<file path="config.mk">
export PLATFORM = sky130hd
export DESIGN_NAME = fwd_scoreboard
export DESIGN_NICKNAME = d
export VERILOG_FILES = /design/src/rtl/cpu_types_pkg.sv /design/src/rtl/fwd_lookup.sv /design/src/rtl/fwd_scoreboard.sv
export SDC_FILE = /design/constraint.sdc
export NUM_CORES = 1
export LEC_CHECK = 0
export ABC_AREA = 1
export CAP_MARGIN = 10
export CELL_PAD_IN_SITES_DETAIL_PLACEMENT = 1
export CELL_PAD_IN_SITES_GLOBAL_PLACEMENT = 1
export CORE_AREA = 2 2 83 85
export CTS_BUF_LIST = sky130_fd_sc_hd__clkbuf_8
export CTS_CLUSTER_SIZE = 24
export DETAILED_ROUTE_END_ITERATION = 8
export DIE_AREA = 0 0 85 87
export PLACE_DENSITY = 0.79
export SLEW_MARGIN = 30
export SYNTH_ARGS = -nofsm -noshare
export SYNTH_HDL_FRONTEND = slang
export SYNTH_SLANG_ARGS = --single-unit
</file>
<file path="constraint.sdc">
create_clock -name CLK -period 1.8 [get_ports CLK]
set_input_delay 0.45 -clock CLK [delete_from_list [all_inputs] [get_ports CLK]]
set_output_delay 0.45 -clock CLK [all_outputs]
set_load 0.02 [all_outputs]
</file>
<file path="src/rtl/cpu_types_pkg.sv">
// Shared pipeline types for the forwarding scoreboard: register index,
// scoreboard entry layout and the forward-select encodings for DEPTH=3.
package cpu_types_pkg;

    localparam int NREG = 32;
    localparam int REGW = $clog2(NREG);

    typedef logic [REGW-1:0] regbits_t;

    typedef struct packed {
        logic     valid;
        regbits_t wsel;
        logic     is_load;
    } sb_entry_t;

    // Forward-select values seen by EX with the default three tracked stages
    localparam int FWD_RF  = 0;
    localparam int FWD_MEM = 2;
    localparam int FWD_WB  = 3;

endpackage

</file>
<file path="src/rtl/fwd_lookup.sv">
// Youngest-producer search for one source operand: returns the stage the
// producer will occupy when the consumer reaches EX, or a load-use hazard.
module fwd_lookup #(
    parameter int REGW       = 5,
    parameter int DEPTH      = 3,
    parameter int LOAD_READY = 3,
    parameter int SELW       = $clog2(DEPTH + 1)
) (
    input  logic                      used,
    input  logic [REGW-1:0]           rs,
    input  logic [DEPTH:1]            ent_valid,
    input  logic [DEPTH:1][REGW-1:0]  ent_wsel,
    input  logic [DEPTH:1]            ent_load,
    output logic [SELW-1:0]           hit_sel,
    output logic                      hazard
);

    // Scan oldest to youngest so the youngest match is the last one written.
    // NOTE: every output gets a default before the loop, so no latch is inferred.
    always_comb begin
        hit_sel = '0;
        hazard  = 1'b0;
        if (used && rs != '0) begin
            for (int k = DEPTH - 1; k >= 1; k--) begin
                if (ent_valid[k] && ent_wsel[k] != '0 && ent_wsel[k] == rs) begin
                    hit_sel = SELW'(k + 1);
                    hazard  = ent_load[k] && (k + 1 < LOAD_READY);
                end
            end
        end
    end

endmodule

</file>
<file path="src/rtl/fwd_scoreboard.sv">
// Forwarding and hazard scoreboard: shifts in-flight writes alongside EX..WB,
// registers the per-operand forward select into EX and counts hazard stalls.
module fwd_scoreboard
    import cpu_types_pkg::*;
#(
    parameter int NREG       = 32,
    parameter int REGW       = $clog2(NREG),
    parameter int DEPTH      = 3,
    parameter int NSRC       = 2,
    parameter int LOAD_READY = 3,
    parameter int SELW       = $clog2(DEPTH + 1),
    parameter int CNTW       = 16
) (
    input  logic                 CLK,
    input  logic                 RST,
    input  logic                 id_valid,
    input  logic [NSRC*REGW-1:0] id_rs,
    input  logic [NSRC-1:0]      id_rs_used,
    input  logic                 id_wen,
    input  logic [REGW-1:0]      id_wsel,
    input  logic                 id_is_load,
    input  logic                 mem_wait,
    input  logic                 flush,
    output logic                 stall,
    output logic [NSRC*SELW-1:0] ex_fwd_sel,
    output logic [CNTW-1:0]      stall_cnt
);

    typedef struct packed {
        logic            valid;
        logic [REGW-1:0] wsel;
        logic            is_load;
    } entry_t;

    localparam logic [SELW-1:0] SEL_RF = SELW'(FWD_RF);

    entry_t ent [1:DEPTH];

    logic [DEPTH:1]              ent_valid;
    logic [DEPTH:1][REGW-1:0]    ent_wsel;
    logic [DEPTH:1]              ent_load;
    logic [NSRC-1:0]             op_hazard;
    logic [NSRC-1:0][SELW-1:0]   sel_next;
    logic                        hazard;
    logic                        issue;

    always_comb begin
        ent_valid = '0;
        ent_wsel  = '0;
        ent_load  = '0;
        for (int k = 1; k <= DEPTH; k++) begin
            ent_valid[k] = ent[k].valid;
            ent_wsel[k]  = ent[k].wsel;
            ent_load[k]  = ent[k].is_load;
        end
    end

    for (genvar i = 0; i < NSRC; i++) begin : g_lookup
        fwd_lookup #(
            .REGW       (REGW),
            .DEPTH      (DEPTH),
            .LOAD_READY (LOAD_READY),
            .SELW       (SELW)
        ) u_lookup (
            .used      (id_rs_used[i]),
            .rs        (id_rs[i*REGW +: REGW]),
            .ent_valid (ent_valid),
            .ent_wsel  (ent_wsel),
            .ent_load  (ent_load),
            .hit_sel   (sel_next[i]),
            .hazard    (op_hazard[i])
        );
    end

    assign hazard = id_valid && (|op_hazard);
    assign issue  = id_valid && !hazard && !flush;
    assign stall  = hazard || mem_wait;

    // A flushed or stalled slot enters as a bubble; mem_wait freezes everything.
    // NOTE: sequential state uses non-blocking assignments so every flop sees pre-edge values.
    always_ff @(posedge CLK or posedge RST) begin
        if (RST) begin
            for (int k = 1; k <= DEPTH; k++) begin
                ent[k] <= '0;
            end
            ex_fwd_sel <= {NSRC{SEL_RF}};
            stall_cnt  <= '0;
        end else if (!mem_wait) begin
            for (int k = 2; k <= DEPTH; k++) begin
                ent[k] <= ent[k-1];
            end
            if (issue && id_wen) begin
                ent[1] <= '{valid: 1'b1, wsel: id_wsel, is_load: id_is_load};
            end else begin
                ent[1] <= '0;
            end
            ex_fwd_sel <= issue ? sel_next : {NSRC{SEL_RF}};
            if (hazard && !flush && stall_cnt != '1) begin
                stall_cnt <= stall_cnt + CNTW'(1);
            end
        end
    end

endmodule

</file>
==> results of run 1 <==
metrics by stage:
step	instances	util	power [mW]	instance area, um2	hold WS (ns)
after floorplan	297	-	0.886	2170	0.447
after global placement	448	0.445	1.02	2920	0.476
after detailed placement	448	0.445	1.03	2920	0.484
after CTS	464	0.489	1.78	3210	0.503
after global routing	465	0.508	1.87	3340	0.528
final	465	0.508	1.79	3340	0.497
power groups by stage:
| stage | Clock (mW) | Combinational, mW | Sequential (mW) |
|---|---|---|---|
| 2_1_floorplan | 0 | 0.105 | 0.781 |
| 3_5_place_dp | 0 | 0.243 | 0.785 |
| 3_3_place_gp | 0 | 0.234 | 0.785 |
| 6_report | 0.741 | 0.281 | 0.773 |
| 5_1_grt | 0.789 | 0.307 | 0.774 |
| 4_1_cts | 0.757 | 0.257 | 0.770 |
registers in the layout (all words and copies together) (netlist names):
name	count
ent	13
ex_fwd_sel	4
stall_cnt	16
tightest hold or removal path, stage by stage (launching register included):
cell,delay [ns]
dfrtp_1,0.35
nand2_1,0.05
o21ai_0,0.06
metal layers:
metal  vias to the layer above  global-route usage  wire length, um  share of wire
met4                         0              0.0794              209          0.026
met5                         -                   0                0              0
li1                       1134                   -                -              -
met1                      1187               0.257             3270           0.41
met3                        16              0.0351              238          0.030
met2                        57               0.408             4320           0.54
cells by family (layout without fill, tap and decap cells):
kind of cell	Yosys count	count (layout)	synth area share
AND/OR/NAND/NOR	186	188	0.395
buffers and inverters	35	121	0.0678
XOR/XNOR	29	29	0.118
AO/OA/AOI/OAI	13	13	0.0313
flip-flops	33	33	0.382
adder cells (fa/ha/maj)	1	1	0.00579
what timing repair did:
item / in CTS / in global routing
endpoints found under the setup margin: 40 / 31
gates resized for setup: 60 / 39
pin swaps: 8 / 13
cloned: 2 / 0
buffers inserted: 6 / 3
cell usage in the layout, fill, tap and decap left out, drive strengths merged:
master	synthesis	routed
nand3b	2	2
xnor2	13	13
clkdlybuf4s15	0	1
buf	5	43
dlymetal6s2s	0	3
xor2	16	16
clkdlybuf4s50	0	18
o21ai	11	11
a21oi	1	1
dlygate4sd2	0	20
nor3	3	3
bufinv	0	1
o21bai	1	1
nand3	24	24
dfrtp	33	33
ha	1	1
nor2	33	33
nand4	22	23
inv	27	28
clkbuf	3	7
nand2	102	103
worst paths after layout:
kind | start | cells past startpoint | slack (ns) | to
hold reg to reg | ent[13]$_DFFE_PP0N_ | 2 | 0.50 | ent[13]$_DFFE_PP0N_
setup / recovery | ent[16]$_DFFE_PP0N_ | 11 | -0.38 | stall
hold / removal | ent[13]$_DFFE_PP0N_ | 2 | 0.50 | ent[13]$_DFFE_PP0N_
min in group asynchronous | RST | 3 | 0.56 | ent[16]$_DFFE_PP0N_
max in group asynchronous | RST | 3 | 0.89 | ent[18]$_DFFE_PP0N_
setup reg to reg | ent[16]$_DFFE_PP0N_ | 13 | -0.07 | stall_cnt[2]$_DFFE_PP0P_
cell usage after synthesis:
master	number
nor2_1	25
nand2_1	101
a21oi_1	1
nor2_2	7
clkbuf_1	3
inv_2	2
nand3b_1	2
buf_2	3
nand4_1	20
nand3_1	22
nand4_4	1
xor2_1	16
o21bai_1	1
nor2_4	1
xnor2_1	13
dfrtp_1	33
o21ai_0	11
inv_1	25
nand3_2	2
ha_1	1
nand4_2	1
buf_6	1
nor3_1	3
nand2_2	1
buf_4	1
area by class of cell:
cell class | count | area, um2 | area share
clock buffer | 6 | 82.6 | 0.0247
clock inverter | 2 | 33.8 | 0.0101
inverter | 27 | 101 | 0.0304
multi-input combinational | 231 | 1420 | 0.426
sequential | 33 | 828 | 0.248
tap | 80 | 100 | 0.0300
timing repair buffer | 86 | 768 | 0.230
==> out/results.ini, run 1 <==
[run_status]
outcome=finished, violations left
violations=setup timing

[detailed_routing]
drt_wl_total_um=8040
drt-pass1-iter-count=4
drc=0
drt_iter0_markers=82
avgRoutedWirePerCell_um=17.3
vias=2394
detail-route-antenna-nets=0
vias_per_cell=5.15

[synth]
ys_seq_area_frac=0.382
yosys_warnings=0
synth_largest_area_cell=dfrtp_1
synth-seq-cells=33
syn_nets=322
syn_area_um2=2160
synth_cell_types=25
avgSynthCellArea_um2=7.27
synthTopCellsByArea=dfrtp_1, nand2_1, xor2_1
synth.top_cell.area_share=0.382
netlist_instances=297

[placed_design]
port_buffers=44
post-dp-hpwl_um=5130
post-place-ws_ns=-1.07
gp_congestion=0.886

[cts]
cts.reportedPaths.clkPinSlew_ns=0.07
cts_tree=done
cts_inserted_buffers=5
htreeDepth=2
clock_latency_ns=0.30
clock-sinks=33
holdBufCountCts=0
clock-root-buffer=clkbuf_8
clk_path_buf_depth=2

[power_and_ir_drop]
vdd_drop_max_mv=0.241
p_leak_nw=1.73
pwr-share-comb=0.157
seqPwrFrac=0.431
p_int_mw=1.33
power_switching_mw=0.465
power_density_nw_per_um2=538
p_sw_frac=0.259
clockPowerShare=0.413

[layout]
fillers=823
antennaDiodeCount=0
area_delta_synth_final_pct=54.5
drive_gt1_frac=0.278
final_nets=409

[setup_path]
cpPeakStageDelay_ns=0.40
path_cells=inv_2 -> nand2_1 -> nand2_2 -> nor2_2 -> nand2_1 -> nor2_2 -> nand4_1 -> nand2_2 -> nand2_2 -> nand2_2 -> buf_6
worstPathArrival_ns=1.73
worst_path_max_delay_cell=dfrtp_1
worst_setup_path_start_kind=register
path_max_fanout=3
cp-end-kind=output pin
cpLargestDelayFamily=simple AND/OR/NAND/NOR gates
crit_type=register to output pin
path_common_cell=nand2_2
critical_path_buf_inv_count=2
required_ns=1.35

[sta]
fin_skew_ns=0.00771
tns_ns=-0.914
rsz0062_at_grt=yes
setup_viol=19
period_minus_slack_ns=2.18
worstMarginPinSlew_ns=0.452
max_clock_freq_ghz=0.459
setup_ws_ns=-0.377
relSlewSlack=0.699
hold_violations=0
finalMaxSlewViolations=0
period_share=1.21

[die]
initial_core_util=0.329
die_h_um=87
dieArea_um2=7400
core_um2=6570
rows=30
die_w_um=85
pin_count=45

[grt]
grt_overflow_total=0
grt_pass1_wl_um=12800
antenna_found_initial=0
grt_max_degree=34
grt_pass1_vias=2554
grt_use_total=0.221

[min_path]
hold_path_class=register to register

[run]
maxCapViolCount=0

No activity file was read; power rests on OpenSTA's default activity.
==> run 2, diff against run 1 <==
--- a/config.mk
+++ b/config.mk
@@ -14,6 +14,7 @@
 export CTS_CLUSTER_SIZE = 24
 export DETAILED_ROUTE_END_ITERATION = 8
 export DIE_AREA = 0 0 85 87
+export GPL_ROUTABILITY_DRIVEN = 1
 export PLACE_DENSITY = 0.79
 export SLEW_MARGIN = 30
 export SYNTH_ARGS = -nofsm -noshare
==> constraint.sdc (replaced) <==
create_clock -name CLK -period 1.8 [get_ports CLK]
set_input_delay 0.36 -clock CLK [delete_from_list [all_inputs] [get_ports CLK]]
set_output_delay 0.36 -clock CLK [all_outputs]
set_load 0.02 [all_outputs]
==> run 2 against run 1 <==
  * The run still ends with setup timing left
  * Sequential share of layout area is 1.3 points higher
  * Non-clock buffer count decreased by 5
  * Via count down 4.4%
  * Global-route usage fell by 2.2 points
  * Highest routed layer unchanged
  * Critical path type unchanged
  * Setup slack improved by 0.17 ns
  * Worst hold slack lost 0.028 ns
  * Clock-buffer cell count is 1 lower
  * Flip-flop and latch count did not move
  * Routed wire length is 9.7% lower
==> out/results.ini, run 2 (synthesized netlist as in run 1, its figures left out) <==
[setup_path]
worst_setup_path_start_kind=register  ; unchanged
required_ns=1.44  ; was 1.35 ns
worstPathArrival_ns=1.65  ; was 1.73 ns
path_max_fanout=4  ; was 3
cp-end-kind=output pin  ; unchanged
crit_type=register to output pin  ; unchanged

[detailed_routing]
drt-pass1-iter-count=4  ; unchanged
drc=0  ; unchanged
vias=2289  ; was 2,394
vias_per_cell=4.98  ; was 5.15
drt_iter0_markers=77  ; was 82
avgRoutedWirePerCell_um=15.8  ; was 17.3 um
drt_wl_total_um=7260  ; was 8040 um
detail-route-antenna-nets=0  ; unchanged

[die]
core_um2=6570  ; unchanged
die_h_um=87  ; unchanged
initial_core_util=0.329  ; unchanged
rows=30  ; unchanged
pin_count=45  ; unchanged
die_w_um=85  ; unchanged
dieArea_um2=7400  ; unchanged

[cts]
clock-root-buffer=clkbuf_8  ; unchanged
clock_latency_ns=0.29  ; was 0.30 ns
cts_inserted_buffers=5  ; unchanged
cts_tree=done  ; unchanged
htreeDepth=2  ; unchanged
cts.reportedPaths.clkPinSlew_ns=0.08  ; was 0.07 ns
clk_path_buf_depth=2  ; unchanged
clock-sinks=33  ; unchanged

[layout]
final_common_cell=nand2_1  ; unchanged
antennaDiodeCount=0  ; unchanged
regMostFlops=stall_cnt  ; unchanged
top_regs=stall_cnt: 16 flops, ent: 13 flops, ex_fwd_sel: 4 flops  ; unchanged
final_cell_mix=nand2_1, buf_4, dfrtp_1, clkdlybuf4s50_1, inv_1  ; was nand2_1, buf_4, dfrtp_1, inv_1, nor2_1
final_nets=404  ; was 409
drive_gt1_frac=0.237  ; was 0.278
largest_reg_flops=16  ; unchanged
area_delta_synth_final_pct=47.0  ; was 54.5%

[power_and_ir_drop]
p_leak_nw=1.68  ; was 1.73 nW
power_density_nw_per_um2=502  ; was 538 nW/um2
vdd_drop_max_mv=0.296  ; was 0.241 mV

[grt]
grt_use_total=0.198  ; was 0.221
grt_pass1_vias=2446  ; was 2,554
grt_pass1_wl_um=11600  ; was 12,800 um
antenna_found_initial=0  ; unchanged
grt_overflow_total=0  ; unchanged
grt_max_degree=34  ; unchanged

[sta]
relSlewSlack=0.705  ; was 0.699
worstMarginPinSlew_ns=0.443  ; was 0.452 ns
finalMaxSlewViolations=0  ; unchanged
setup_ws_ns=-0.208  ; was -0.377 ns
period_minus_slack_ns=2.01  ; was 2.18 ns
hold-worst-slack_ns=0.469  ; was 0.497 ns
period_share=1.12  ; was 1.21
fin_skew_ns=0.0107  ; was 0.00771 ns
max_clock_freq_ghz=0.498  ; was 0.459 GHz
rsz0062_at_grt=yes  ; unchanged
setup_viol=1  ; was 19
hold_violations=0  ; unchanged

[placed_design]
gp_congestion=0.867  ; was 0.886
post-dp-hpwl_um=5090  ; was 5130 um
post-place-ws_ns=-0.885  ; was -1.07 ns
port_buffers=44  ; unchanged

[run]
maxCapViolCount=0  ; unchanged

[run_status]
outcome=finished, violations left  ; unchanged
violations=setup timing  ; unchanged

[min_path]
hold_path_class=input port to async pin  ; was register to register

run 2: final timing paths:
kind,startpoint,endpoint,slack [ns],depth (start not counted)
worst min-delay path,RST,stall_cnt[9]$_DFFE_PP0P_,0.47,3
worst min register to register,ex_fwd_sel[2]$_DFFE_PP0N_,ex_fwd_sel[2]$_DFFE_PP0N_,0.48,2
min in group CLK,ex_fwd_sel[2]$_DFFE_PP0N_,ex_fwd_sel[2]$_DFFE_PP0N_,0.48,2
worst max register to register,ent[18]$_DFFE_PP0N_,stall_cnt[2]$_DFFE_PP0P_,0,10
worst max-delay path,ent[18]$_DFFE_PP0N_,stall,-0.21,8
max in group asynchronous,RST,ent[15]$_DFFE_PP0N_,1.00,3
run 2: per-stage QoR:
step	setup TNS (ns)	std cells	util	instance area (um2)	power, mW
final	-0.208	460	0.483	3170	1.59
after global routing	-1.79	460	0.483	3170	1.67
after CTS	-0.214	457	0.463	3040	1.60
after detailed placement	-11.91	445	0.441	2900	1.03
after global placement	-9.56	445	0.441	2900	1.02
after floorplan	0	297	-	2160	0.886
run 2: layout make-up:
type	instances	area (um2)
Fill cell	828	3390
Multi-Input combinational cell	231	1330
Sequential cell	33	830
Timing Repair Buffer	81	732
Inverter	27	101
Tap cell	80	100
Clock buffer	5	68.8
Clock inverter	3	17.5
run 2: where the power goes:
part | leakage [nW] | internal, mW | switching [mW] | total [mW]
Clock | 0.0439 | 0.267 | 0.295 | 0.562
Combinational | 1.19 | 0.120 | 0.139 | 0.259
Sequential | 0.453 | 0.754 | 0.0168 | 0.771
Total | 1.68 | 1.14 | 0.451 | 1.59
run 2: critical path: stages, from the launching register on:
cell and delay (ns):
dfrtp_2 0.46, xnor2_2 0.17, nand3_1 0.11, nor2_2 0.13, nand4_1 0.14, nand2_2 0.09
nand2_2 0.06, nand2_2 0.08, buf_6 0.12
run 2: per-layer routing:
layer  global-route usage  wire (um)
met1                0.232       3140
met2                0.371       3820
met3               0.0294        209
met4               0.0635         88
met5                    0          0
run 2: repair_timing:
action / CTS / global route
hold buffers: 0 / 0
cloned: 1 / 1
endpoints found under the setup margin: 29 / 31
buffers inserted: 3 / 3
pin swaps: 5 / 9
gates resized for setup: 26 / 37
==> run 3, diff against run 2 <==
--- a/config.mk
+++ b/config.mk
@@ -11,7 +11,7 @@
 export CELL_PAD_IN_SITES_GLOBAL_PLACEMENT = 1
 export CORE_AREA = 2 2 83 85
 export CTS_BUF_LIST = sky130_fd_sc_hd__clkbuf_8
-export CTS_CLUSTER_SIZE = 24
+export CTS_CLUSTER_SIZE = 40
 export DETAILED_ROUTE_END_ITERATION = 8
 export DIE_AREA = 0 0 85 87
 export GPL_ROUTABILITY_DRIVEN = 1
==> results of run 3 <==
The final DEF is identical to that of run 2; final timing and power are the same.
